## config.mk

```make
export PLATFORM = sky130hd
export DESIGN_NAME = register_file_mult_flat
export DESIGN_NICKNAME = d
export VERILOG_FILES = /design/src/rtl/register_file_mult_if.sv /design/src/rtl/register_file_mult.sv /design/src/flat_wrapper.sv
export SDC_FILE = /design/constraint.sdc
export NUM_CORES = 2
export LEC_CHECK = 0
export CORE_ASPECT_RATIO = 0.9
export CORE_MARGIN = 5
export CORE_UTILIZATION = 35
export CTS_CLUSTER_SIZE = 8
export DETAILED_ROUTE_END_ITERATION = 12
export SLEW_MARGIN = 40
export SYNTH_ARGS = -nofsm -noshare
export SYNTH_HDL_FRONTEND = slang
export SYNTH_SLANG_ARGS = --single-unit
```

## constraint.sdc

```tcl
create_clock -name clk -period 23.7 [get_ports clk]
set_clock_uncertainty 0.15 [all_clocks]
set_input_delay 3.555 -clock clk [delete_from_list [all_inputs] [get_ports clk]]
set_output_delay 3.555 -clock clk [all_outputs]
set_load 0.02 [all_outputs]
```

## src/rtl/register_file_mult_if.sv

```systemverilog
// Bus between issue logic and register_file_mult: read/write ports, PC/CSPR loads,
// write handshake and multiplier operands/result.
interface register_file_mult_if;
    logic [3:0]  in_address_1;
    logic [3:0]  in_address_2;
    logic [3:0]  in_address_3;
    logic [3:0]  in_address_4;
    logic        read_enable;
    logic [3:0]  write_address;
    logic [31:0] write_data;
    logic        write_enable;
    logic [3:0]  write_address_2;
    logic [31:0] write_data_2;
    logic        write_enable_2;
    logic [31:0] pc_update;
    logic        pc_write;
    logic [31:0] cspr_update;
    logic        cspr_write;
    logic [31:0] Rs;
    logic [31:0] Rm;
    logic [31:0] out_data_1;
    logic [31:0] out_data_2;
    logic [31:0] out_data_3;
    logic [31:0] pc;
    logic [31:0] cspr;
    logic        req;
    logic        ack;
    logic [31:0] result;

    modport slave (
        input  in_address_1, in_address_2, in_address_3, in_address_4, read_enable,
        input  write_address, write_data, write_enable,
        input  write_address_2, write_data_2, write_enable_2,
        input  pc_update, pc_write, cspr_update, cspr_write, Rs, Rm,
        output out_data_1, out_data_2, out_data_3, pc, cspr, req, ack, result
    );

    modport master (
        output in_address_1, in_address_2, in_address_3, in_address_4, read_enable,
        output write_address, write_data, write_enable,
        output write_address_2, write_data_2, write_enable_2,
        output pc_update, pc_write, cspr_update, cspr_write, Rs, Rm,
        input  out_data_1, out_data_2, out_data_3, pc, cspr, req, ack, result
    );
endinterface

```

## src/rtl/register_file_mult.sv

```systemverilog
// 15 GPRs + PC (address 15) + CSPR, dual write / triple read, write req/ack, 32x32 multiplier.
// Optional: define REGFILE_BYPASS_EN to forward same-edge write data to the read ports.
module register_file_mult (
    input logic               clk,
    input logic               rst,
    register_file_mult_if.slave bus
);
    localparam int unsigned NUM_GPR = 15;
    localparam logic [3:0]  PC_ADDR = 4'd15;

    logic [31:0] regs      [NUM_GPR];
    logic [31:0] regs_next [NUM_GPR];
    logic [31:0] pc_q, pc_next;
    logic [31:0] cspr_q, cspr_next;
    logic [31:0] out_q [3];
    logic [31:0] rd_data [3];
    logic [3:0]  rd_addr [3];
    logic        ack_q;
    logic        commit;

    // Reserved address port; folded into a deliberately unused net.
    logic unused_addr4;
    assign unused_addr4 = ^bus.in_address_4;

    // A write commits on any enabled port unless the previous commit is still being acked.
    assign commit = (bus.write_enable | bus.write_enable_2) & ~ack_q;

    always_comb begin
        // NOTE: every target gets its hold value first so no path leaves a latch;
        // later assignments then override earlier ones, encoding port1 < port2 < pc_write.
        regs_next = regs;
        pc_next   = pc_q;
        cspr_next = bus.cspr_write ? bus.cspr_update : cspr_q;
        if (commit && bus.write_enable) begin
            if (bus.write_address == PC_ADDR) pc_next = bus.write_data;
            else                              regs_next[bus.write_address] = bus.write_data;
        end
        if (commit && bus.write_enable_2) begin
            if (bus.write_address_2 == PC_ADDR) pc_next = bus.write_data_2;
            else                                regs_next[bus.write_address_2] = bus.write_data_2;
        end
        if (bus.pc_write) pc_next = bus.pc_update;
    end

    assign rd_addr[0] = bus.in_address_1;
    assign rd_addr[1] = bus.in_address_2;
    assign rd_addr[2] = bus.in_address_3;

    always_comb begin
        for (int i = 0; i < 3; i++) begin
`ifdef REGFILE_BYPASS_EN
            rd_data[i] = (rd_addr[i] == PC_ADDR) ? pc_next : regs_next[rd_addr[i]];
`else
            rd_data[i] = (rd_addr[i] == PC_ADDR) ? pc_q : regs[rd_addr[i]];
`endif
        end
    end

    always_ff @(posedge clk or posedge rst) begin
        if (rst) begin
            // NOTE: the file must read back zero after reset, so it is built from
            // resettable flops rather than an uninitialised RAM macro.
            for (int i = 0; i < NUM_GPR; i++) regs[i] <= '0;
            for (int i = 0; i < 3; i++)       out_q[i] <= '0;
            pc_q   <= '0;
            cspr_q <= '0;
            ack_q  <= 1'b0;
        end else begin
            // NOTE: non-blocking so every flop samples the pre-edge values.
            regs   <= regs_next;
            pc_q   <= pc_next;
            cspr_q <= cspr_next;
            ack_q  <= commit;
            if (bus.read_enable) begin
                for (int i = 0; i < 3; i++) out_q[i] <= rd_data[i];
            end
        end
    end

    assign bus.out_data_1 = out_q[0];
    assign bus.out_data_2 = out_q[1];
    assign bus.out_data_3 = out_q[2];
    assign bus.pc         = pc_q;
    assign bus.cspr       = cspr_q;
    assign bus.ack        = ack_q;
    assign bus.req        = commit;
    // Low word of the product is the same for signed and unsigned operands.
    assign bus.result     = bus.Rs * bus.Rm;
endmodule

```

## src/flat_wrapper.sv

```systemverilog
// flat-port wrapper written by rule: the top's interface ports become plain ports
module register_file_mult_flat 
  (clk, rst, bus_in_address_1, bus_in_address_2, bus_in_address_3, bus_in_address_4, bus_read_enable, bus_write_address, bus_write_data, bus_write_enable, bus_write_address_2, bus_write_data_2, bus_write_enable_2, bus_pc_update, bus_pc_write, bus_cspr_update, bus_cspr_write, bus_Rs, bus_Rm, bus_out_data_1, bus_out_data_2, bus_out_data_3, bus_pc, bus_cspr, bus_req, bus_ack, bus_result);
  register_file_mult_if bus_i ();
  input logic clk;
  input logic rst;
  input wire logic [$bits(bus_i.in_address_1)-1:0] bus_in_address_1;
  input wire logic [$bits(bus_i.in_address_2)-1:0] bus_in_address_2;
  input wire logic [$bits(bus_i.in_address_3)-1:0] bus_in_address_3;
  input wire logic [$bits(bus_i.in_address_4)-1:0] bus_in_address_4;
  input wire logic [$bits(bus_i.read_enable)-1:0] bus_read_enable;
  input wire logic [$bits(bus_i.write_address)-1:0] bus_write_address;
  input wire logic [$bits(bus_i.write_data)-1:0] bus_write_data;
  input wire logic [$bits(bus_i.write_enable)-1:0] bus_write_enable;
  input wire logic [$bits(bus_i.write_address_2)-1:0] bus_write_address_2;
  input wire logic [$bits(bus_i.write_data_2)-1:0] bus_write_data_2;
  input wire logic [$bits(bus_i.write_enable_2)-1:0] bus_write_enable_2;
  input wire logic [$bits(bus_i.pc_update)-1:0] bus_pc_update;
  input wire logic [$bits(bus_i.pc_write)-1:0] bus_pc_write;
  input wire logic [$bits(bus_i.cspr_update)-1:0] bus_cspr_update;
  input wire logic [$bits(bus_i.cspr_write)-1:0] bus_cspr_write;
  input wire logic [$bits(bus_i.Rs)-1:0] bus_Rs;
  input wire logic [$bits(bus_i.Rm)-1:0] bus_Rm;
  output wire logic [$bits(bus_i.out_data_1)-1:0] bus_out_data_1;
  output wire logic [$bits(bus_i.out_data_2)-1:0] bus_out_data_2;
  output wire logic [$bits(bus_i.out_data_3)-1:0] bus_out_data_3;
  output wire logic [$bits(bus_i.pc)-1:0] bus_pc;
  output wire logic [$bits(bus_i.cspr)-1:0] bus_cspr;
  output wire logic [$bits(bus_i.req)-1:0] bus_req;
  output wire logic [$bits(bus_i.ack)-1:0] bus_ack;
  output wire logic [$bits(bus_i.result)-1:0] bus_result;
  assign bus_i.in_address_1 = bus_in_address_1;
  assign bus_i.in_address_2 = bus_in_address_2;
  assign bus_i.in_address_3 = bus_in_address_3;
  assign bus_i.in_address_4 = bus_in_address_4;
  assign bus_i.read_enable = bus_read_enable;
  assign bus_i.write_address = bus_write_address;
  assign bus_i.write_data = bus_write_data;
  assign bus_i.write_enable = bus_write_enable;
  assign bus_i.write_address_2 = bus_write_address_2;
  assign bus_i.write_data_2 = bus_write_data_2;
  assign bus_i.write_enable_2 = bus_write_enable_2;
  assign bus_i.pc_update = bus_pc_update;
  assign bus_i.pc_write = bus_pc_write;
  assign bus_i.cspr_update = bus_cspr_update;
  assign bus_i.cspr_write = bus_cspr_write;
  assign bus_i.Rs = bus_Rs;
  assign bus_i.Rm = bus_Rm;
  assign bus_out_data_1 = bus_i.out_data_1;
  assign bus_out_data_2 = bus_i.out_data_2;
  assign bus_out_data_3 = bus_i.out_data_3;
  assign bus_pc = bus_i.pc;
  assign bus_cspr = bus_i.cspr;
  assign bus_req = bus_i.req;
  assign bus_ack = bus_i.ack;
  assign bus_result = bus_i.result;
  register_file_mult u_core (.clk(clk), .rst(rst), .bus(bus_i));
endmodule
```

; ---- Word-level counts from Yosys, hierarchy flattened
; Cells that the tools add are included.
; W data, S select, Z words.
[totals]
regBits = 641
word_cells = 73
input_bits = 223
out_inout_bits = 194
[classes]
n_reduce_logical = 4
n_mul = 1
bitwise_logic = 8
n_eq_ne = 5
n_mux = 27
n_lt_le_gt_ge = 7
[op_table]
columns = cell, count
row1 = $mux W480, 4
row2 = $bwmux W480, 2
row3 = $mux W32, 16
row4 = $bmux W32 S4, 3
row5 = $demux W32 S4, 2
row6 = $mul A32 B32 Y32, 1
row7 = $ge A5 B5 Y1 const B, 5
row8 = $not A4 Y5, 5
row9 = $eq A4 B4 Y1 const B, 5
row10 = $lt A5 B1 Y1 const B, 2
row11 = $logic_and A1 B1 Y1, 4
row12 = $and A1 B1 Y1, 1
row13 = $not A1 Y1, 1
row14 = $or A1 B1 Y1, 1

; ---- Depth between registers and ports, before layout
[logic_depth]
ltp_word = 11
depth_mapped = 25
depth_no_buf = 23

; ---- Worst setup path before layout
; Ideal clock, no wire load.
[synth_timing]
path_type = input to output
from = in bus_Rs[13]
to = out bus_result[31]
arrival_ns = 10.084
slack_ns = 9.911
required_ns = 19.995
path_buffers = 2
stages = 23
cell_sequence = clkbuf_1 > clkbuf_1 > and2_1 > fa_1 > fa_1 > fa_1 > inv_1 > fa_1 > inv_1 > fa_1 > inv_1 > fa_1 > inv_1 > fa_1 > fa_1 > ha_1 > a21oi_1 > o2111ai_1 > a221oi_1 > o211ai_2 > a211oi_4 > o31ai_1 > xnor2_1
[synth_via]
elab_chain_len = 1
[synth_lines]
columns = element, line_no
row1 = start: declaration, flat_wrapper.sv:22  ; input wire logic [$bits(bus_i.Rs)-1:0] bus_Rs;
row2 = $mul A32 B32 Y32, register_file_mult.sv:88  ; assign bus.result = bus.Rs * bus.Rm;
row3 = end: declaration, flat_wrapper.sv:31  ; output wire logic [$bits(bus_i.result)-1:0] bus_result;
; No other way between the ends.

; ---- Worst setup path in the final report
[layout_timing]
from = in bus_Rm[3]
to = out bus_result[25]
[layout_via]
elab_chain_len = 1
[layout_lines]
columns = element, line_no
row1 = start: declaration, flat_wrapper.sv:23  ; input wire logic [$bits(bus_i.Rm)-1:0] bus_Rm;
row2 = $mul A32 B32 Y32, register_file_mult.sv:88
; No other way between the ends.

==> results.txt <==
----------------------------------------------------
[STA]
  Count of final max-slew check failures ... 0
  Final count of negative-setup-slack endpoints ... 0
  Final total negative setup slack ... 0 ps
  Time the worst path needs with I/O delays and setup ... between 15000 and 20000 ps
  Least setup slack across all paths after layout ... 8530 ps
  Actual transition at the worst max-transition pin ... about 970 ps
  Highest clock rate ... 0.0659 GHz
  Unrepaired setup endpoints after global routing ... no
  Relative slew margins ... 0.351
  Final hold violation count ... 0
  Crit share post-route ... 0.640

[Place]
  Dpl ws ... around 8100 ps
  Final HPWL from detailed placement ... between 100000 and 150000 um
  Final RePlAce weighted congestion ... 0.856
  Number of buffers inserted by port buffering ... a little over 400
  Number of cells after detailed placement ... around 7600

[Clock network]
  # resized after CTS ... 0
  Number of buffers inserted for hold repair after clock tree synthesis ... 0
  Number of buffers on the longest clock path ... 3
  Number of buffers created by CTS ... 90
  Clock tree root driver cell ... clkbuf_16
  Clock latency of the later-clocked register in the worst-skew pair ... around 670 ps
  Number of sinks on the clock net ... between 600 and 700
  Worst-path clk slew ... around 50 ps
  Post-CTS setup buffer count ... 0
  Number of H-tree levels ... 3
  CTS tree ... done

[Routing]
  Number of design-rule violations left by the first detailed-router iteration ... 4657
  Number of vias per cell ... 5.66
  Metal3 WL ... 16500 um
  Number of detailed-routing iterations run before antenna repair ... 6
  Antenna Violating Nets Remaining ... 0
  Met2 WL ... about 94000 um
  Wire length on met1 ... roughly 80000 um
  Detailed Route WL ... 198000 um
  Wire length per cell after detailed routing ... about 26 um
  Via total after detailed routing ... ~43000
  Detailed-route DRC error count ... 0
  Highest layer used for signal routing ... met5

[Logic synthesis]
  EDFF count, synth ... 0
  Count of unique library cells instantiated by Yosys ... 56
  Register bit total from synthesis ... about 640
  Mean Syn Cell Area ... just over 10 um2
  Sequential-to-total area share from yosys stat ... 0.287
  Number of standard cells after synthesis ... about 5400
  Cell Area, Synth ... around 0.056 mm2
  Number of warning messages in the yosys log ... 0
  Primary flip-flop cell chosen by synthesis mapping ... dfrtp_1
  Share of flip-flops with an asynchronous set or reset after synthesis ... 1.00
  Syn nets ... roughly 6200

[Global route]
  Initial antenna violation count ... 11
  Global route overflow ... 0
  Number of global-route vias before repair ... about 45000
  Global-route wire length before repair ... between 200000 and 300000 um
  Pin count of the biggest net entering global routing ... around 130
  GRT Overall Usage ... 0.233

[Setup path]
  Kind of capture point of the worst setup path ... output pin
  Startpoint class of the critical path ... primary input
  CP required ... ~20000 ps
  Setup CP Type ... primary input to output pin
  Biggest fanout along the worst timing path ... 29
  Data arrival time of the critical path ... ~11000 ps

[Finish]
  Post-Route Utilization ... 0.404
  Share of layout cells above drive strength 1 ... 0.123
  Final net count ... 6306
  Area Overhead vs Synth ... 15.1%
  Non-filler instance count after layout ... between 7000 and 8000
  Layout fillers ... approximately 15000

[Die]
  Site Rows ... 139
  Core Region ... 0.159 mm2
  IO Pins ... roughly 420
  Horiz. Die Dim ... roughly 430 um
  Area enclosed by the die boundary ... about 0.17 mm2
  Starting density of the core ... 0.351
  Height of the die ... 389 um

[Flow run]
  Max-cap viol count ... 0

[Run status]
  Result of the run ... finished, final reports clean

[Min path]
  Class of the tightest hold or removal check ... flip-flop to flip-flop

----------------------------------------------------
==> cells by family (layout without fill, tap and decap cells) <==
logic type               after synthesis  count (layout)  synth area share
AO/OA/AOI/OAI                        907             907            0.0856
XOR/XNOR                              84              84            0.0134
adder cells (fa/ha/maj)              531             531             0.174
buffers and inverters                884            1030            0.0632
flip-flops                           641             641             0.287
multiplexers                        1024            1024             0.270
other                                  0               2                 0
AND/OR/NAND/NOR                     1343            1343             0.107
==> per-stage QoR <==
step	instance area, um2	hold slack [ps]
floorplan	55900	400
global placement	61600	340
detailed placement	61800	349
CTS	64200	356
global route	64300	371
finish	64300	355
==> layout by cell type (no fill, tap or decap), types with 34 or more instances in the layout <==
master	instances
a21oi_1	473
and2_1	301
buf_4	62
buf_6	34
clkbuf_16	92
clkdlybuf4s50_1	389
dfrtp_1	641
fa_1	408
ha_1	123
inv_1	417
mux2i_1	596
mux4_2	384
nand2_1	575
nor2_1	394
o21ai_0	214
o21ai_1	156
xnor2_1	66
==> critical path, cell delays in order <==
cell,delay (ps)
clkdlybuf4s50_1,450
buf_4,400
and2_1,230
fa_1,420
inv_1,80
fa_1,430
fa_1,490
fa_1,550
inv_1,50
fa_1,490
inv_1,50
fa_1,530
inv_1,50
fa_1,500
fa_1,430
ha_1,360
a21oi_1,180
o2111ai_1,150
a221oi_1,380
o211ai_2,300
a31o_1,290
a21oi_1,170
xnor2_1,210
clkdlybuf4s50_1,680
==> area by class of cell <==
cell class | count | area [um2] | area share
multi-input combinational | 3889 | 36500 | 0.568
tap | 2115 | 2650 | 0.0412
antenna | 2 | 5.00 | 0.0000779
timing repair buffer | 512 | 5090 | 0.0792
clock inverter | 5 | 101 | 0.00158
sequential | 641 | 16000 | 0.250
clock buffer | 95 | 2310 | 0.0360
inverter | 418 | 1580 | 0.0246
==> registers in the layout, summed over array words and instances, names as in the netlist <==
signal,flops
u_core.bus.out_data_3,32
u_core.bus.pc,32
u_core.bus.ack,1
u_core.bus.out_data_1,32
u_core.bus.out_data_2,32
u_core.regs,480
u_core.bus.cspr,32
==> Yosys cell counts, types with 3 or more instances <==
cell / number / area [um2]
xnor2_1: 66 / 578
ha_1: 123 / 1540
and4_1: 4 / 35.0
mux2_2: 33 / 372
fa_1: 408 / 8170
a21o_1: 11 / 82.6
mux2_1: 11 / 124
buf_4: 7 / 52.6
nand2b_1: 5 / 31.3
nor2b_1: 16 / 100
inv_1: 418 / 1570
mux4_2: 384 / 8650
o211ai_1: 17 / 128
nand2_1: 590 / 2210
o21ai_0: 214 / 1070
o21ai_1: 156 / 781
buf_1: 35 / 131
nand4_1: 3 / 18.8
and2_1: 301 / 1880
nor2_1: 395 / 1480
nand3_1: 12 / 60.1
buf_2: 68 / 340
o22a_1: 12 / 105
xor2_1: 17 / 149
o21bai_1: 4 / 30.0
mux2i_1: 596 / 5970
nor3_1: 7 / 35.0
buf_6: 13 / 146
dfrtp_1: 641 / 16000
clkbuf_1: 342 / 1280
a21oi_1: 473 / 2370
==> final timing paths <==
check	start	endpoint	slack, ps	depth (start not counted)
max	bus_Rm[3]	bus_result[25]	8530	24
min	u_core.bus.cspr[22]	u_core.bus.cspr[22]	350	1
max reg2reg	u_core.bus.ack	u_core.regs[138]	20390	6
min reg2reg	u_core.bus.cspr[22]	u_core.bus.cspr[22]	350	1
max in group asynchronous	rst	u_core.regs[411]	17860	6
min in group asynchronous	rst	u_core.bus.pc[13]	3190	2
==> layer usage <==
metal  track usage  up-vias
li1              -    18700
met1         0.307    22100
met2         0.382     2110
met3        0.0450      468
met4        0.0894        8
met5             0        -
Power is left out: the tool's default activity adds up to more than one toggle a clock period on the data nets, which glitch-free logic cannot reach.
